==> config.mk <==
export PLATFORM = sky130hd
export DESIGN_NAME = vga_sync_generator_flat
export DESIGN_NICKNAME = d
export VERILOG_FILES = /design/src/rtl/vga_sync_generator_if.sv /design/src/rtl/vga_sync_generator.sv /design/src/flat_wrapper.sv
export SDC_FILE = /design/constraint.sdc
export NUM_CORES = 1
export LEC_CHECK = 0
export ABC_AREA = 1
export CORE_MARGIN = 2
export CORE_UTILIZATION = 40
export DETAILED_ROUTE_END_ITERATION = 8
export PLACE_DENSITY = 0.68
export SYNTH_ARGS = -nofsm -noshare
export SYNTH_HDL_FRONTEND = slang
export SYNTH_SLANG_ARGS = --single-unit
==> constraint.sdc <==
create_clock -name clk_25MHz -period 2.33 [get_ports clk_25MHz]
set_input_delay 0.699 -clock clk_25MHz [delete_from_list [all_inputs] [get_ports clk_25MHz]]
set_output_delay 0.699 -clock clk_25MHz [all_outputs]
set_load 0.01 [all_outputs]
==> src/rtl/vga_sync_generator_if.sv <==
// ---------------------------------------------------------------------------
// vga_sync_generator_if
//
// Purpose:
//   Bundles the decoded VGA timing outputs of vga_sync_generator so that
//   they can be passed as one port to the pixel mux / VGA pin stage.
//
// Signals:
//   hsync, vsync   sync levels (stage 2)
//   video_on       inside the visible area (stage 2)
//   pixel_x/y      visible-area coordinates, 0 while blanked (stage 2)
//   img_addr       framebuffer read address (stage 1)
//   img_valid      BRAM data belongs to an in-window pixel (stage 2)
//   frame_start    pulse for count (0,0) (stage 2)
//   line_start     pulse for H=0 (stage 2)
//   frame_count    frame counter, only with VGA_SYNC_FRAME_CNT_EN defined
//
// Modports:
//   master  the sync generator, drives every signal
//   slave   the downstream consumer, reads every signal
// ---------------------------------------------------------------------------
interface vga_sync_generator_if #(
    parameter int ADDR_W = 17
);
    logic              hsync;
    logic              vsync;
    logic              video_on;
    logic [9:0]        pixel_x;
    logic [9:0]        pixel_y;
    logic [ADDR_W-1:0] img_addr;
    logic              img_valid;
    logic              frame_start;
    logic              line_start;
`ifdef VGA_SYNC_FRAME_CNT_EN
    logic [15:0]       frame_count;

    modport master (
        output hsync, vsync, video_on, pixel_x, pixel_y,
        output img_addr, img_valid, frame_start, line_start,
        output frame_count
    );

    modport slave (
        input hsync, vsync, video_on, pixel_x, pixel_y,
        input img_addr, img_valid, frame_start, line_start,
        input frame_count
    );
`else
    modport master (
        output hsync, vsync, video_on, pixel_x, pixel_y,
        output img_addr, img_valid, frame_start, line_start
    );

    modport slave (
        input hsync, vsync, video_on, pixel_x, pixel_y,
        input img_addr, img_valid, frame_start, line_start
    );
`endif
endinterface

==> src/rtl/vga_sync_generator.sv <==
// ---------------------------------------------------------------------------
// vga_sync_generator
//
// Purpose:
//   Decodes free-running horizontal/vertical counter values into registered
//   VGA sync, blanking and pixel-coordinate signals, and walks a framebuffer
//   read address across a rectangular image window. The address leaves at
//   stage 1 so it meets the BRAM address input; everything else leaves at
//   stage 2 so it lines up with the BRAM read data one cycle later.
//
// Ports:
//   clk_25MHz      in   pixel clock
//   reset          in   asynchronous, active-high
//   H_count_value  in   horizontal count, 0..H_TOTAL-1
//   V_count_value  in   vertical count, 0..V_TOTAL-1
//   vga            vga_sync_generator_if.master, all decoded outputs
//
// Configuration:
//   VGA_SYNC_FRAME_CNT_EN  when defined, adds vga.frame_count [15:0], a
//                          wrapping counter of frame_start pulses.
// ---------------------------------------------------------------------------
module vga_sync_generator #(
    parameter int H_ACTIVE = 640,
    parameter int H_FP     = 16,
    parameter int H_SYNC   = 96,
    parameter int H_BP     = 48,
    parameter int V_ACTIVE = 480,
    parameter int V_FP     = 10,
    parameter int V_SYNC   = 2,
    parameter int V_BP     = 33,
    parameter bit SYNC_POL = 1'b0,
    parameter int IMG_X0   = 160,
    parameter int IMG_Y0   = 120,
    parameter int IMG_W    = 320,
    parameter int IMG_H    = 240,
    parameter int ADDR_W   = 17
) (
    input  logic                 clk_25MHz,
    input  logic                 reset,
    input  logic [9:0]           H_count_value,
    input  logic [9:0]           V_count_value,
    vga_sync_generator_if.master vga
);

    localparam int H_TOTAL = H_ACTIVE + H_FP + H_SYNC + H_BP;
    localparam int V_TOTAL = V_ACTIVE + V_FP + V_SYNC + V_BP;

    localparam logic [9:0] H_TOTAL_C    = 10'(H_TOTAL);
    localparam logic [9:0] V_TOTAL_C    = 10'(V_TOTAL);
    localparam logic [9:0] H_ACTIVE_C   = 10'(H_ACTIVE);
    localparam logic [9:0] V_ACTIVE_C   = 10'(V_ACTIVE);
    localparam logic [9:0] HS_START_C   = 10'(H_ACTIVE + H_FP);
    localparam logic [9:0] HS_END_C     = 10'(H_ACTIVE + H_FP + H_SYNC - 1);
    localparam logic [9:0] VS_START_C   = 10'(V_ACTIVE + V_FP);
    localparam logic [9:0] VS_END_C     = 10'(V_ACTIVE + V_FP + V_SYNC - 1);
    localparam logic [9:0] WIN_X0_C     = 10'(IMG_X0);
    localparam logic [9:0] WIN_X1_C     = 10'(IMG_X0 + IMG_W);
    localparam logic [9:0] WIN_Y0_C     = 10'(IMG_Y0);
    localparam logic [9:0] WIN_Y1_C     = 10'(IMG_Y0 + IMG_H);

    localparam logic SYNC_IDLE = ~SYNC_POL;

    // Stage 0 decode (combinational from the incoming counts)
    logic h_in_range;
    logic v_in_range;
    logic hsync_active;
    logic vsync_active;
    logic video_on_d;
    logic in_window_d;
    logic window_origin;
    logic frame_start_d;
    logic line_start_d;

    // Stage 1 registers
    logic              s1_hsync;
    logic              s1_vsync;
    logic              s1_video_on;
    logic [9:0]        s1_pixel_x;
    logic [9:0]        s1_pixel_y;
    logic              s1_in_window;
    logic              s1_frame_start;
    logic              s1_line_start;
    logic [ADDR_W-1:0] addr_q;
    logic              armed;

    // Stage 2 registers
    logic              s2_hsync;
    logic              s2_vsync;
    logic              s2_video_on;
    logic [9:0]        s2_pixel_x;
    logic [9:0]        s2_pixel_y;
    logic              s2_img_valid;
    logic              s2_frame_start;
    logic              s2_line_start;

    // Counts outside the legal frame are treated as blanking: both sync
    // windows require the pair to be in range, and since the image window
    // lies inside the visible area such counts never touch the address.
    always_comb begin
        h_in_range    = (H_count_value < H_TOTAL_C);
        v_in_range    = (V_count_value < V_TOTAL_C);
        hsync_active  = h_in_range && v_in_range &&
                        (H_count_value >= HS_START_C) &&
                        (H_count_value <= HS_END_C);
        vsync_active  = h_in_range && v_in_range &&
                        (V_count_value >= VS_START_C) &&
                        (V_count_value <= VS_END_C);
        video_on_d    = (H_count_value < H_ACTIVE_C) &&
                        (V_count_value < V_ACTIVE_C);
        in_window_d   = (H_count_value >= WIN_X0_C) &&
                        (H_count_value <  WIN_X1_C) &&
                        (V_count_value >= WIN_Y0_C) &&
                        (V_count_value <  WIN_Y1_C);
        window_origin = (H_count_value == WIN_X0_C) &&
                        (V_count_value == WIN_Y0_C);
        frame_start_d = (H_count_value == 10'd0) && (V_count_value == 10'd0);
        line_start_d  = (H_count_value == 10'd0) && v_in_range;
    end

    // Stage 1: register the decoded timing so it can travel alongside the
    // BRAM address for one cycle.
    always_ff @(posedge clk_25MHz or posedge reset) begin
        if (reset) begin
            s1_hsync       <= SYNC_IDLE;
            s1_vsync       <= SYNC_IDLE;
            s1_video_on    <= 1'b0;
            s1_pixel_x     <= '0;
            s1_pixel_y     <= '0;
            s1_in_window   <= 1'b0;
            s1_frame_start <= 1'b0;
            s1_line_start  <= 1'b0;
        end else begin
            s1_hsync       <= hsync_active ? SYNC_POL : SYNC_IDLE;
            s1_vsync       <= vsync_active ? SYNC_POL : SYNC_IDLE;
            s1_video_on    <= video_on_d;
            s1_pixel_x     <= video_on_d ? H_count_value : 10'd0;
            s1_pixel_y     <= video_on_d ? V_count_value : 10'd0;
            s1_in_window   <= in_window_d;
            s1_frame_start <= frame_start_d;
            s1_line_start  <= line_start_d;
        end
    end

    // Framebuffer address walker. The window is scanned in raster order, so
    // a counter that restarts at the origin and steps on every in-window
    // count reproduces (V-Y0)*W + (H-X0) without a multiplier. Because the
    // origin always reloads zero, the address never runs past the last
    // window pixel into the next frame.
    always_ff @(posedge clk_25MHz or posedge reset) begin
        if (reset) begin
            addr_q <= '0;
        end else if (window_origin) begin
            addr_q <= '0;
        end else if (in_window_d) begin
            addr_q <= addr_q + ADDR_W'(1);
        end
    end

    // The address is only trustworthy once it has been reloaded at an
    // origin; until then img_valid is suppressed so no pixel is shown from
    // a stale address (e.g. after a reset released mid-frame).
    always_ff @(posedge clk_25MHz or posedge reset) begin
        if (reset) begin
            armed <= 1'b0;
        end else if (window_origin) begin
            armed <= 1'b1;
        end
    end

    // Stage 2: final output registers, aligned with BRAM read data.
    always_ff @(posedge clk_25MHz or posedge reset) begin
        if (reset) begin
            s2_hsync       <= SYNC_IDLE;
            s2_vsync       <= SYNC_IDLE;
            s2_video_on    <= 1'b0;
            s2_pixel_x     <= '0;
            s2_pixel_y     <= '0;
            s2_img_valid   <= 1'b0;
            s2_frame_start <= 1'b0;
            s2_line_start  <= 1'b0;
        end else begin
            s2_hsync       <= s1_hsync;
            s2_vsync       <= s1_vsync;
            s2_video_on    <= s1_video_on;
            s2_pixel_x     <= s1_pixel_x;
            s2_pixel_y     <= s1_pixel_y;
            s2_img_valid   <= s1_in_window && armed;
            s2_frame_start <= s1_frame_start;
            s2_line_start  <= s1_line_start;
        end
    end

`ifdef VGA_SYNC_FRAME_CNT_EN
    logic [15:0] frame_cnt_q;

    // Steps on the same edge that raises frame_start, so the new count is
    // visible during the pulse. Wraps naturally at 16 bits.
    always_ff @(posedge clk_25MHz or posedge reset) begin
        if (reset) begin
            frame_cnt_q <= '0;
        end else if (s1_frame_start) begin
            frame_cnt_q <= frame_cnt_q + 16'd1;
        end
    end

    assign vga.frame_count = frame_cnt_q;
`endif

    assign vga.hsync       = s2_hsync;
    assign vga.vsync       = s2_vsync;
    assign vga.video_on    = s2_video_on;
    assign vga.pixel_x     = s2_pixel_x;
    assign vga.pixel_y     = s2_pixel_y;
    assign vga.img_addr    = addr_q;
    assign vga.img_valid   = s2_img_valid;
    assign vga.frame_start = s2_frame_start;
    assign vga.line_start  = s2_line_start;

endmodule
==> src/flat_wrapper.sv <==
// flat-port wrapper written by rule: the top's interface ports become plain ports
module vga_sync_generator_flat 
#(
    parameter int H_ACTIVE = 640,
    parameter int H_FP     = 16,
    parameter int H_SYNC   = 96,
    parameter int H_BP     = 48,
    parameter int V_ACTIVE = 480,
    parameter int V_FP     = 10,
    parameter int V_SYNC   = 2,
    parameter int V_BP     = 33,
    parameter bit SYNC_POL = 1'b0,
    parameter int IMG_X0   = 160,
    parameter int IMG_Y0   = 120,
    parameter int IMG_W    = 320,
    parameter int IMG_H    = 240,
    parameter int ADDR_W   = 17
)
  (clk_25MHz, reset, H_count_value, V_count_value, vga_hsync, vga_vsync, vga_video_on, vga_pixel_x, vga_pixel_y, vga_img_addr, vga_img_valid, vga_frame_start, vga_line_start);
  vga_sync_generator_if #(.ADDR_W(ADDR_W)) vga_i ();
  input  logic clk_25MHz;
  input  logic reset;
  input  logic [9:0] H_count_value;
  input  logic [9:0] V_count_value;
  output wire logic [$bits(vga_i.hsync)-1:0] vga_hsync;
  output wire logic [$bits(vga_i.vsync)-1:0] vga_vsync;
  output wire logic [$bits(vga_i.video_on)-1:0] vga_video_on;
  output wire logic [$bits(vga_i.pixel_x)-1:0] vga_pixel_x;
  output wire logic [$bits(vga_i.pixel_y)-1:0] vga_pixel_y;
  output wire logic [$bits(vga_i.img_addr)-1:0] vga_img_addr;
  output wire logic [$bits(vga_i.img_valid)-1:0] vga_img_valid;
  output wire logic [$bits(vga_i.frame_start)-1:0] vga_frame_start;
  output wire logic [$bits(vga_i.line_start)-1:0] vga_line_start;
  assign vga_hsync = vga_i.hsync;
  assign vga_vsync = vga_i.vsync;
  assign vga_video_on = vga_i.video_on;
  assign vga_pixel_x = vga_i.pixel_x;
  assign vga_pixel_y = vga_i.pixel_y;
  assign vga_img_addr = vga_i.img_addr;
  assign vga_img_valid = vga_i.img_valid;
  assign vga_frame_start = vga_i.frame_start;
  assign vga_line_start = vga_i.line_start;
  vga_sync_generator #(.H_ACTIVE(H_ACTIVE), .H_FP(H_FP), .H_SYNC(H_SYNC), .H_BP(H_BP), .V_ACTIVE(V_ACTIVE), .V_FP(V_FP), .V_SYNC(V_SYNC), .V_BP(V_BP), .SYNC_POL(SYNC_POL), .IMG_X0(IMG_X0), .IMG_Y0(IMG_Y0), .IMG_W(IMG_W), .IMG_H(IMG_H), .ADDR_W(ADDR_W)) u_core (.clk_25MHz(clk_25MHz), .reset(reset), .H_count_value(H_count_value), .V_count_value(V_count_value), .vga(vga_i));
endmodule
==> impl_metrics.json, run 1 <==
{
  "detail-route-antenna-nets": 0,
  "syn_area_sq_um": 2930,
  "drc": 0,
  "syn2layout_area_growth_pct": 34.5,
  "power_density_nw_per_um2": 703,
  "period_share_pct": 89.8,
  "grt_remaining_overflow": 0,
  "clock-sinks": 70,
  "min_path_type": "reg -> reg",
  "r2r_slack_ns": 0.76,
  "critPathLaunchType": "flip-flop",
  "critical_path_class": "reg -> out",
  "crit_family": "buffers and inverters",
  "ys_types": 27,
  "hold_violations": 0,
  "cap_violations": 0,
  "p_leak_uw": 0.00189,
  "period_minus_slack_ns": 2.09,
  "hold_depth": 0,
  "setup_viol": 0,
  "irDropWorstVdd_mv": 0.269,
  "first_global_vias": 2242,
  "status": "finished clean",
  "path_cells": "clkdlybuf4s50_1",
  "worstReg2RegStart": "u_core.vga.img_addr[1]$_DFFE_PP0P_",
  "finClkSkew_ns": 0.00592,
  "path_clk_slew_ns": 0.07,
  "vias_per_cell": 4.57,
  "worst-path-buf-inv": 1,
  "dp_cells": 494,
  "seqCellArea_sq_um": 1760,
  "vias": 2322,
  "fin_area_sq_um": 3940,
  "wire_per_inst_microns": 11.5,
  "grt_antenna_before_repair": 0,
  "placed_cell_area_sq_um": 3730,
  "clock_path_buffers": 2,
  "place.detailed.hpwl_mm": 4.36,
  "drt-pass1-iter-count": 4,
  "end_kind": "primary output",
  "syn_inst": 328,
  "numCtsBuffers": 9,
  "cp_max_fo": 1,
  "synth_fp_nets": 351,
  "io_buffers": 64,
  "holdPathEnd": "u_core.vga.pixel_x[9]$_DFF_PP0_",
  "grt_pass1_wl_mm": 9.85,
  "worstPathArrival_ns": 1.39,
  "fp.dieH_microns": 89.6,
  "grt_use_total_pct": 16.3,
  "cts-resized-gates": 0,
  "drt-total-wl_mm": 5.82,
  "ff2ff_path_depth": 8,
  "fin_nets": 429,
  "r2r-end": "u_core.vga.img_addr[16]$_DFFE_PP0P_",
  "synth_area_per_cell_sq_um": 8.94,
  "yosysWarnings": 0,
  "start_util_pct": 40.9,
  "grt_max_degree": 39,
  "drive_gt1_share_pct": 11.2,
  "ios": 65,
  "ctsHoldBuffers": 0,
  "dieWidth_microns": 89.6,
  "fillers": 652,
  "ys_ff_latch": 70,
  "post-route-util_pct": 54.9,
  "die-area_sq_um": 8030,
  "required_ns": 1.63,
  "power_uw": 2770,
  "drt_iter0_drc": 121,
  "gp_congestion": 0.920,
  "layout.cells.non_filler": 508,
  "rsz0062_at_grt": "no",
  "cts_root_buf": "clkbuf_8",
  "cts_tree": "built",
  "hold_start": "u_core.s1_pixel_x[9]$_DFF_PP0_",
  "cpPeakStageDelay_ns": 0.55,
  "multi_input_area_sq_um": 997,
  "slowest_stage": "clkdlybuf4s50_1",
  "antennaDiodeCount": 0,
  "maxSlewViolCount": 0,
  "core_area_sq_um": 7180,
  "h-tree-depth": 3,
  "clock_latency_ns": 0.34,
  "num_rows": 31,
  "synth-seq-area-share_pct": 59.9,
  "clock.fmax_mhz": 478,
  "post_cts.repair.setup_buffers": 0
}
layer usage:
layer | up-vias | share of wire (%) | global-route usage [%]
met5 | - | 0 | 0
met4 | 0 | 1.7 | 7.06
met3 | 9 | 4.2 | 4.66
met2 | 61 | 50 | 27.3
met1 | 1076 | 44 | 19.5
li1 | 1176 | - | -
worst max path at each step:
stage,from,endpoint,slack [ns],cells after the start
finish,u_core.vga.vsync$_DFF_PP1_,vga_vsync,0.24,1
global route,V_count_value[7],u_core.vga.img_addr[10]$_DFFE_PP0P_,0.10,7
CTS,u_core.vga.img_addr[5]$_DFFE_PP0P_,vga_img_addr[5],0.23,1
detailed placement,V_count_value[7],u_core.vga.img_addr[2]$_DFFE_PP0P_,-0.09,7
global placement,V_count_value[7],u_core.vga.img_addr[15]$_DFFE_PP0P_,-0.07,7
floorplan,H_count_value[9],u_core.vga.img_addr[2]$_DFFE_PP0P_,0.67,9
metrics by stage:
stage	TNS, ns	setup slack [ns]	hold slack (ns)
finish	0	0.237	0.348
global route	0	0.103	0.356
CTS	0	0.226	0.347
detailed placement	-1.37	-0.0906	0.335
global placement	-1.08	-0.0666	0.332
floorplan	0	0.673	0.331
cells by family after synthesis:
| logic type | synth area share [%] |
|---|---|
| other | 0.128 |
| buffers and inverters | 6.06 |
| adders and majority gates | 0.427 |
| AOI/OAI and AO/OA | 1.71 |
| xor gates and xnor gates | 2.09 |
| and+or+nand+nor | 29.7 |
| DFF | 59.9 |
area by class of cell:
| cell class | count | area share [%] |
|---|---|---|
| well taps | 99 | 3.14 |
| clock inverters | 4 | 1.84 |
| inverters | 38 | 3.78 |
| clock buffers | 10 | 3.49 |
| flip-flops and latches | 70 | 44.6 |
| repair buffers | 71 | 17.9 |
| multi-input cells | 216 | 25.3 |
sequential cells by signal, indices dropped and copies added, names as in the netlist, 10 cells and up:
signal,flops
u_core.s1_pixel_y,10
u_core.s1_pixel_x,10
u_core.vga.img_addr,17
u_core.vga.pixel_y,10
u_core.vga.pixel_x,10
synth_stat cells, drive strengths merged:
cell     n  share of area (%)
dfstp    4                3.6
conb     1               0.13
nand2   95                 13
a211oi   1               0.26
inv     38                5.0
nand4   10                2.1
a21oi    2               0.34
o21ai    5               0.85
xnor2    2               0.60
nor2    59                8.4
nor4     1               0.21
xor2     5                1.5
nor2b    1               0.21
ha       1               0.43
dfrtp   66                 56
o211ai   1               0.26
buf      4                1.1
nor3     2               0.34
nand3   30                5.3
layout by cell type (no fill, tap or decap):
master / count
xor2_1: 5
nor2b_1: 1
dfstp_2: 4
clkdlybuf4s50_1: 64
nor2_1: 55
nand3_1: 29
nand4_1: 10
clkinv_2: 1
nor4_1: 1
inv_2: 3
conb_1: 1
inv_1: 33
nor3_1: 2
inv_4: 1
o211ai_1: 1
nand2_2: 11
nor2_8: 1
clkinvlp_4: 2
nand3_2: 1
clkbuf_8: 10
dfrtp_1: 66
o21ai_0: 4
a211oi_1: 1
nor2_2: 3
ha_1: 1
a21oi_1: 2
buf_4: 6
bufinv_16: 2
nand2_1: 84
buf_12: 1
o21ai_1: 1
xnor2_1: 2
where the power goes:
group,internal [uW],total (uW),switching [uW]
clock network,618,1040,419
logic,192,385,193
registers,1290,1350,64.3
total,2100,2770,676
Power figures use the tool's default switching activity.
==> run 2, diff against run 1 <==
--- a/config.mk
+++ b/config.mk
@@ -6,10 +6,13 @@
 export NUM_CORES = 1
 export LEC_CHECK = 0
 export ABC_AREA = 1
+export CELL_PAD_IN_SITES_DETAIL_PLACEMENT = 1
+export CELL_PAD_IN_SITES_GLOBAL_PLACEMENT = 1
 export CORE_MARGIN = 2
-export CORE_UTILIZATION = 40
+export CORE_UTILIZATION = 34
 export DETAILED_ROUTE_END_ITERATION = 8
-export PLACE_DENSITY = 0.68
+export PLACE_DENSITY = 0.76
+export RECOVER_POWER = 50
 export SYNTH_ARGS = -nofsm -noshare
 export SYNTH_HDL_FRONTEND = slang
 export SYNTH_SLANG_ARGS = --single-unit
==> constraint.sdc (replaced) <==
create_clock -name clk_25MHz -period 2.33 [get_ports clk_25MHz]
set_input_delay 0.233 -clock clk_25MHz [delete_from_list [all_inputs] [get_ports clk_25MHz]]
set_output_delay 0.233 -clock clk_25MHz [all_outputs]
set_load 0.01 [all_outputs]
==> run 2 against run 1 <==
Die area increased by 17%; wire length increased by 21%; register-to-register slack got worse by 0.09 ns; non-clock buffer count decreased by 5; design area decreased by 0.57%; sequential share of layout area increased by 0.26 points; via count increased by 2.5%; total power increased by 1.7%; critical path type unchanged.
==> impl_metrics.json, run 2 (synthesis results as in run 1) <==
{
  "grt_max_degree": 59,
  "grt_remaining_overflow": 0,
  "drt-pass1-iter-count": 4,
  "critical_path_class": "reg -> out",
  "hold_slack_ns": 0.351,
  "first_global_vias": 2647,
  "numCtsBuffers": 9,
  "path_cells": "clkdlybuf4s50_1",
  "clock-sinks": 70,
  "grt_pass1_wl_mm": 12.3,
  "io_buffers": 64,
  "holdPathEnd": "u_core.vga.pixel_y[9]$_DFF_PP0_",
  "worst-path-buf-inv": 1,
  "dieWidth_microns": 96.9,
  "worstReg2RegStart": "u_core.vga.img_addr[1]$_DFFE_PP0P_",
  "fillers": 967,
  "cap_violations": 0,
  "drt-total-wl_mm": 7.05,
  "drc": 0,
  "period_minus_slack_ns": 1.67,
  "cts-resized-gates": 0,
  "wire_per_inst_microns": 13.8,
  "fin_area_sq_um": 3920,
  "ios": 65,
  "grt_antenna_before_repair": 0,
  "largest_reg_flops": 17,
  "cts_root_buf": "clkbuf_8",
  "mostFrequentLayoutCells": "84 x nand2_1, 66 x dfrtp_1, 63 x clkdlybuf4s50_1",
  "maxSlewViolCount": 0,
  "critPathLaunchType": "flip-flop",
  "setup_tns_ns": 0,
  "path_depth": 1,
  "placed_cell_area_sq_um": 3700,
  "slowest_stage": "clkdlybuf4s50_1",
  "worstPathArrival_ns": 1.44,
  "post-route-util_pct": 47.2,
  "status": "finished clean",
  "fin_nets": 424,
  "syn2layout_area_growth_pct": 33.7,
  "rsz0062_at_grt": "no",
  "worstMarginPinSlew_ns": 0.528,
  "clock_latency_ns": 0.34,
  "die-area_sq_um": 9380,
  "detail-route-antenna-nets": 0,
  "power_density_nw_per_um2": 720,
  "crit_family": "buffers and inverters",
  "finClkSkew_ns": 0.00559,
  "end_kind": "primary output",
  "core_area_sq_um": 8300,
  "r2r_slack_ns": 0.67,
  "drt_iter0_drc": 96,
  "vias_per_cell": 4.66,
  "fp.dieH_microns": 96.9,
  "cpPeakStageDelay_ns": 0.60,
  "irDropWorstVdd_mv": 0.287,
  "period_share_pct": 71.7,
  "ctsHoldBuffers": 0,
  "min_path_type": "reg -> reg",
  "start_util_pct": 35.3,
  "clock.fmax_mhz": 599,
  "num_rows": 33,
  "cts_tree": "built",
  "power_uw": 2820,
  "cp_max_fo": 6,
  "clock_path_buffers": 2,
  "post_cts.repair.setup_buffers": 0,
  "p_leak_uw": 0.00187,
  "r2r-end": "u_core.vga.img_addr[16]$_DFFE_PP0P_",
  "hold_violations": 0,
  "h-tree-depth": 3,
  "hold_depth": 0,
  "hold_start": "u_core.s1_pixel_y[9]$_DFF_PP0_",
  "layout_commonest_cell": "nand2_1",
  "path_clk_slew_ns": 0.07,
  "gp_congestion": 0.794,
  "setup_viol": 0,
  "grt_use_total_pct": 16.5,
  "antennaDiodeCount": 0,
  "required_ns": 2.10,
  "ff2ff_path_depth": 9,
  "place.detailed.hpwl_mm": 5.31,
  "slew_headroom_pct": 64.8,
  "vias": 2380,
  "drive_gt1_share_pct": 10.1
}
==> run 2: layout make-up <==
cell class / instances / area [sq um] / share of cell area, %
flip-flops and latches: 70 / 1760 / 44.8
clock inverters: 6 / 93.8 / 2.39
multi-input cells: 216 / 997 / 25.4
inverters: 38 / 145 / 3.70
well taps: 105 / 131 / 3.35
clock buffers: 10 / 128 / 3.26
repair buffers: 66 / 668 / 17.0
==> run 2: per-stage QoR <==
step	instances	setup WS, ns
2_1_floorplan	328	0.335
3_3_place_gp	495	0.392
3_5_place_dp	495	0.363
4_1_cts	511	0.645
5_1_grt	511	0.504
6_report	511	0.660
==> run 2: power breakdown <==
group          internal (uW)  switching, uW
logic                    185            196
clock network            612            468
registers               1290           74.3
==> run 2: routing by layer <==
layer | up-vias | share of wire [%] | GRT usage (%)
li1 | 1163 | - | -
met1 | 1147 | 45 | 20.2
met2 | 54 | 49 | 27.4
met3 | 16 | 3.6 | 4.12
met4 | 0 | 2.5 | 7.37
met5 | - | 0 | 0
==> run 2: worst max-delay path by stage <==
stage | end | from | slack, ns
2_1_floorplan | u_core.armed$_DFFE_PP0P_ | reset | 0.34
3_3_place_gp | u_core.vga.img_addr[13]$_DFFE_PP0P_ | V_count_value[9] | 0.39
3_5_place_dp | u_core.vga.img_addr[12]$_DFFE_PP0P_ | V_count_value[9] | 0.36
4_1_cts | vga_img_addr[5] | u_core.vga.img_addr[5]$_DFFE_PP0P_ | 0.64
5_1_grt | u_core.vga.img_addr[9]$_DFFE_PP0P_ | u_core.vga.img_addr[5]$_DFFE_PP0P_ | 0.50
6_report | vga_img_addr[4] | u_core.vga.img_addr[4]$_DFFE_PP0P_ | 0.66
==> run 3, diff against run 2 <==
--- a/config.mk
+++ b/config.mk
@@ -9,9 +9,9 @@
 export CELL_PAD_IN_SITES_DETAIL_PLACEMENT = 1
 export CELL_PAD_IN_SITES_GLOBAL_PLACEMENT = 1
 export CORE_MARGIN = 2
-export CORE_UTILIZATION = 34
+export CORE_UTILIZATION = 37
 export DETAILED_ROUTE_END_ITERATION = 8
-export PLACE_DENSITY = 0.76
+export PLACE_DENSITY = 0.78
 export RECOVER_POWER = 50
 export SYNTH_ARGS = -nofsm -noshare
 export SYNTH_HDL_FRONTEND = slang
==> constraint.sdc (replaced) <==
create_clock -name clk_25MHz -period 1.6 [get_ports clk_25MHz]
set_input_delay 0.16 -clock clk_25MHz [delete_from_list [all_inputs] [get_ports clk_25MHz]]
set_output_delay 0.16 -clock clk_25MHz [all_outputs]
set_load 0.01 [all_outputs]
==> run 3 against run 2 <==
Die area fell by 7.8%; global-route usage rose by 2.6 points; final cell count rose by 5.9%; clock power rose by 19%; first-iteration DRC count rose by 11%; register-to-register slack got worse by 0.53 ns; setup slack got worse by 0.62 ns; wire length rose by 6.3%; critical path depth did not move; critical path type unchanged; highest routed layer unchanged.
==> impl_metrics.json, run 3 (synthesis results as in run 1) <==
{
  "fillers": 898,
  "seqCellArea_sq_um": 1760,
  "dp_cells": 522,
  "holdPathEnd": "u_core.vga.pixel_x[3]$_DFF_PP0_",
  "power.internal_uw": 2830,
  "placed_cell_area_sq_um": 3950,
  "ctsHoldBuffers": 0,
  "pre_cts_slack_ns": -0.141,
  "vias": 2539,
  "fp.dieH_microns": 93.0,
  "required_ns": 1.44,
  "clkPwrFrac_pct": 32.3,
  "largest_reg_flops": 17,
  "finClkSkew_ns": 0.00801,
  "swShare_pct": 28.9,
  "grt_max_degree": 71,
  "p_sw_uw": 1150,
  "hold_depth": 0,
  "vias_per_cell": 4.69,
  "drt-total-wl_mm": 7.49,
  "cp_max_fo": 6,
  "gp_congestion": 0.843,
  "post-route-util_pct": 54.1,
  "r2r-end": "u_core.vga.img_addr[16]$_DFFE_PP0P_",
  "mostFrequentLayoutCells": "83 x nand2_1, 64 x dfrtp_1, 61 x clkdlybuf4s50_1",
  "grt_antenna_before_repair": 0,
  "crit_family": "buffers and inverters",
  "wire_per_inst_microns": 13.8,
  "numCtsBuffers": 9,
  "clock-sinks": 70,
  "num_rows": 32,
  "setup_viol": 0,
  "path_clk_slew_ns": 0.08,
  "worstMarginPinSlew_ns": 0.911,
  "dieWidth_microns": 93.0,
  "syn2layout_area_growth_pct": 41.8,
  "slowest_stage": "clkdlybuf4s50_1",
  "p_comb_share_pct": 18.8,
  "drt-pass1-iter-count": 4,
  "p_leak_uw": 0.00201,
  "min_path_type": "reg -> reg",
  "multi_input_area_sq_um": 1020,
  "maxSlewViolCount": 0,
  "layout.cells.non_filler": 541,
  "drc": 0,
  "worstPathArrival_ns": 1.40,
  "p_seq_share_pct": 48.9,
  "cts_root_buf": "clkbuf_8",
  "status": "finished clean",
  "first_global_vias": 2720,
  "grt_remaining_overflow": 0,
  "power_density_nw_per_um2": 956,
  "clock.fmax_mhz": 642,
  "ios": 65,
  "grt_pass1_wl_mm": 12.8,
  "cap_violations": 0,
  "clock_latency_ns": 0.34,
  "r2r_slack_ns": 0.14,
  "start_util_pct": 38.1,
  "worstReg2RegStart": "u_core.vga.img_addr[0]$_DFFE_PP0P_",
  "path_cells": "clkdlybuf4s50_1",
  "end_kind": "primary output",
  "cts_tree": "built",
  "critical_path_class": "reg -> out",
  "hold_slack_ns": 0.349,
  "worst-path-buf-inv": 1,
  "ff2ff_path_depth": 9,
  "drive_gt1_share_pct": 18.7,
  "slew_headroom_pct": 39.3,
  "clock_path_buffers": 2,
  "period_share_pct": 97.4,
  "layout_commonest_cell": "nand2_1",
  "drt_iter0_drc": 107,
  "critPathLaunchType": "flip-flop",
  "irDropWorstVdd_mv": 0.403,
  "cpPeakStageDelay_ns": 0.59,
  "io_buffers": 64,
  "fin_ws_ns": 0.0417,
  "place.detailed.hpwl_mm": 5.48,
  "hold_start": "u_core.s1_pixel_x[3]$_DFF_PP0_",
  "fin_area_sq_um": 4160,
  "fin_nets": 457,
  "antennaDiodeCount": 0,
  "die-area_sq_um": 8650,
  "period_minus_slack_ns": 1.56,
  "hold_violations": 0,
  "detail-route-antenna-nets": 0,
  "h-tree-depth": 3,
  "rsz0062_at_grt": "no",
  "core_area_sq_um": 7690,
  "grt_use_total_pct": 19.0
}
[run 3: changes by cell type in the layout (fill, tap and decap cells not counted), sizes merged]
cell,previous run,this run
buf,2,34
clkdlybuf4s50,63,61
bufinv,2,0
clkinvlp,1,4
dlymetal6s2s,0,2
inv,40,39
clkbuf,10,11
[run 3: power groups by stage]
stage | registers (uW) | logic, uW | clock network, uW
after CTS | 1940 | 756 | 1330
after detailed placement | 1980 | 696 | 0
after global routing | 1950 | 824 | 1410
after global placement | 1980 | 682 | 0
final | 1940 | 748 | 1280
after floorplan | 2030 | 240 | 0
[run 3: area by class of cell]
type                    count  area share (%)
clock inverters             6            1.08
well taps                 102            3.07
clock buffers              10            3.07
inverters                  38            3.58
flip-flops and latches     70            42.3
repair buffers             99            22.4
multi-input cells         216            24.4
[run 3: worst register-to-register path, delay by kind of cell, from the launching register on]
kind,cells,cell delay (ns)
adder cells (fa/ha/maj),1,0.23
flip-flops,1,0.37
AND/OR/NAND/NOR,8,0.81
[run 3: repair_timing]
action	CTS	global route
setup endpoints to repair	1	7
gates cloned	0	0
pin swaps	0	2
setup buffers	2	1
gates resized for setup	1	9
endpoints found under the hold margin	0	0
[run 3: per-stage QoR]
step           TNS (ns)  power [uW]
4_1_cts               0        4030
2_1_floorplan         0        2270
3_3_place_gp      -2.15        2660
3_5_place_dp      -3.58        2680
6_report              0        3980
5_1_grt               0        4190
[run 3: worst max-delay path by stage]
stage	start	to	slack, ns	depth (start not counted)
floorplan	u_core.vga.img_addr[1]$_DFFE_PP0P_	u_core.vga.img_addr[16]$_DFFE_PP0P_	0.17	8
global placement	H_count_value[8]	u_core.s1_pixel_x[8]$_DFF_PP0_	-0.1	8
detailed placement	H_count_value[7]	u_core.vga.img_addr[10]$_DFFE_PP0P_	-0.14	11
CTS	u_core.vga.vsync$_DFF_PP1_	vga_vsync	0.01	1
global route	u_core.vga.img_addr[5]$_DFFE_PP0P_	vga_img_addr[5]	0.001	1
finish	u_core.vga.img_addr[3]$_DFFE_PP0P_	vga_img_addr[3]	0.04	1
[run 3: metal layers]
metal	up-vias	GRT usage [%]	part of all wire, %
met3	14	2.90	2.8
met2	43	34.5	54
met1	1250	22.6	42
met4	0	7.48	1.6
li1	1232	-	-
met5	-	0	0
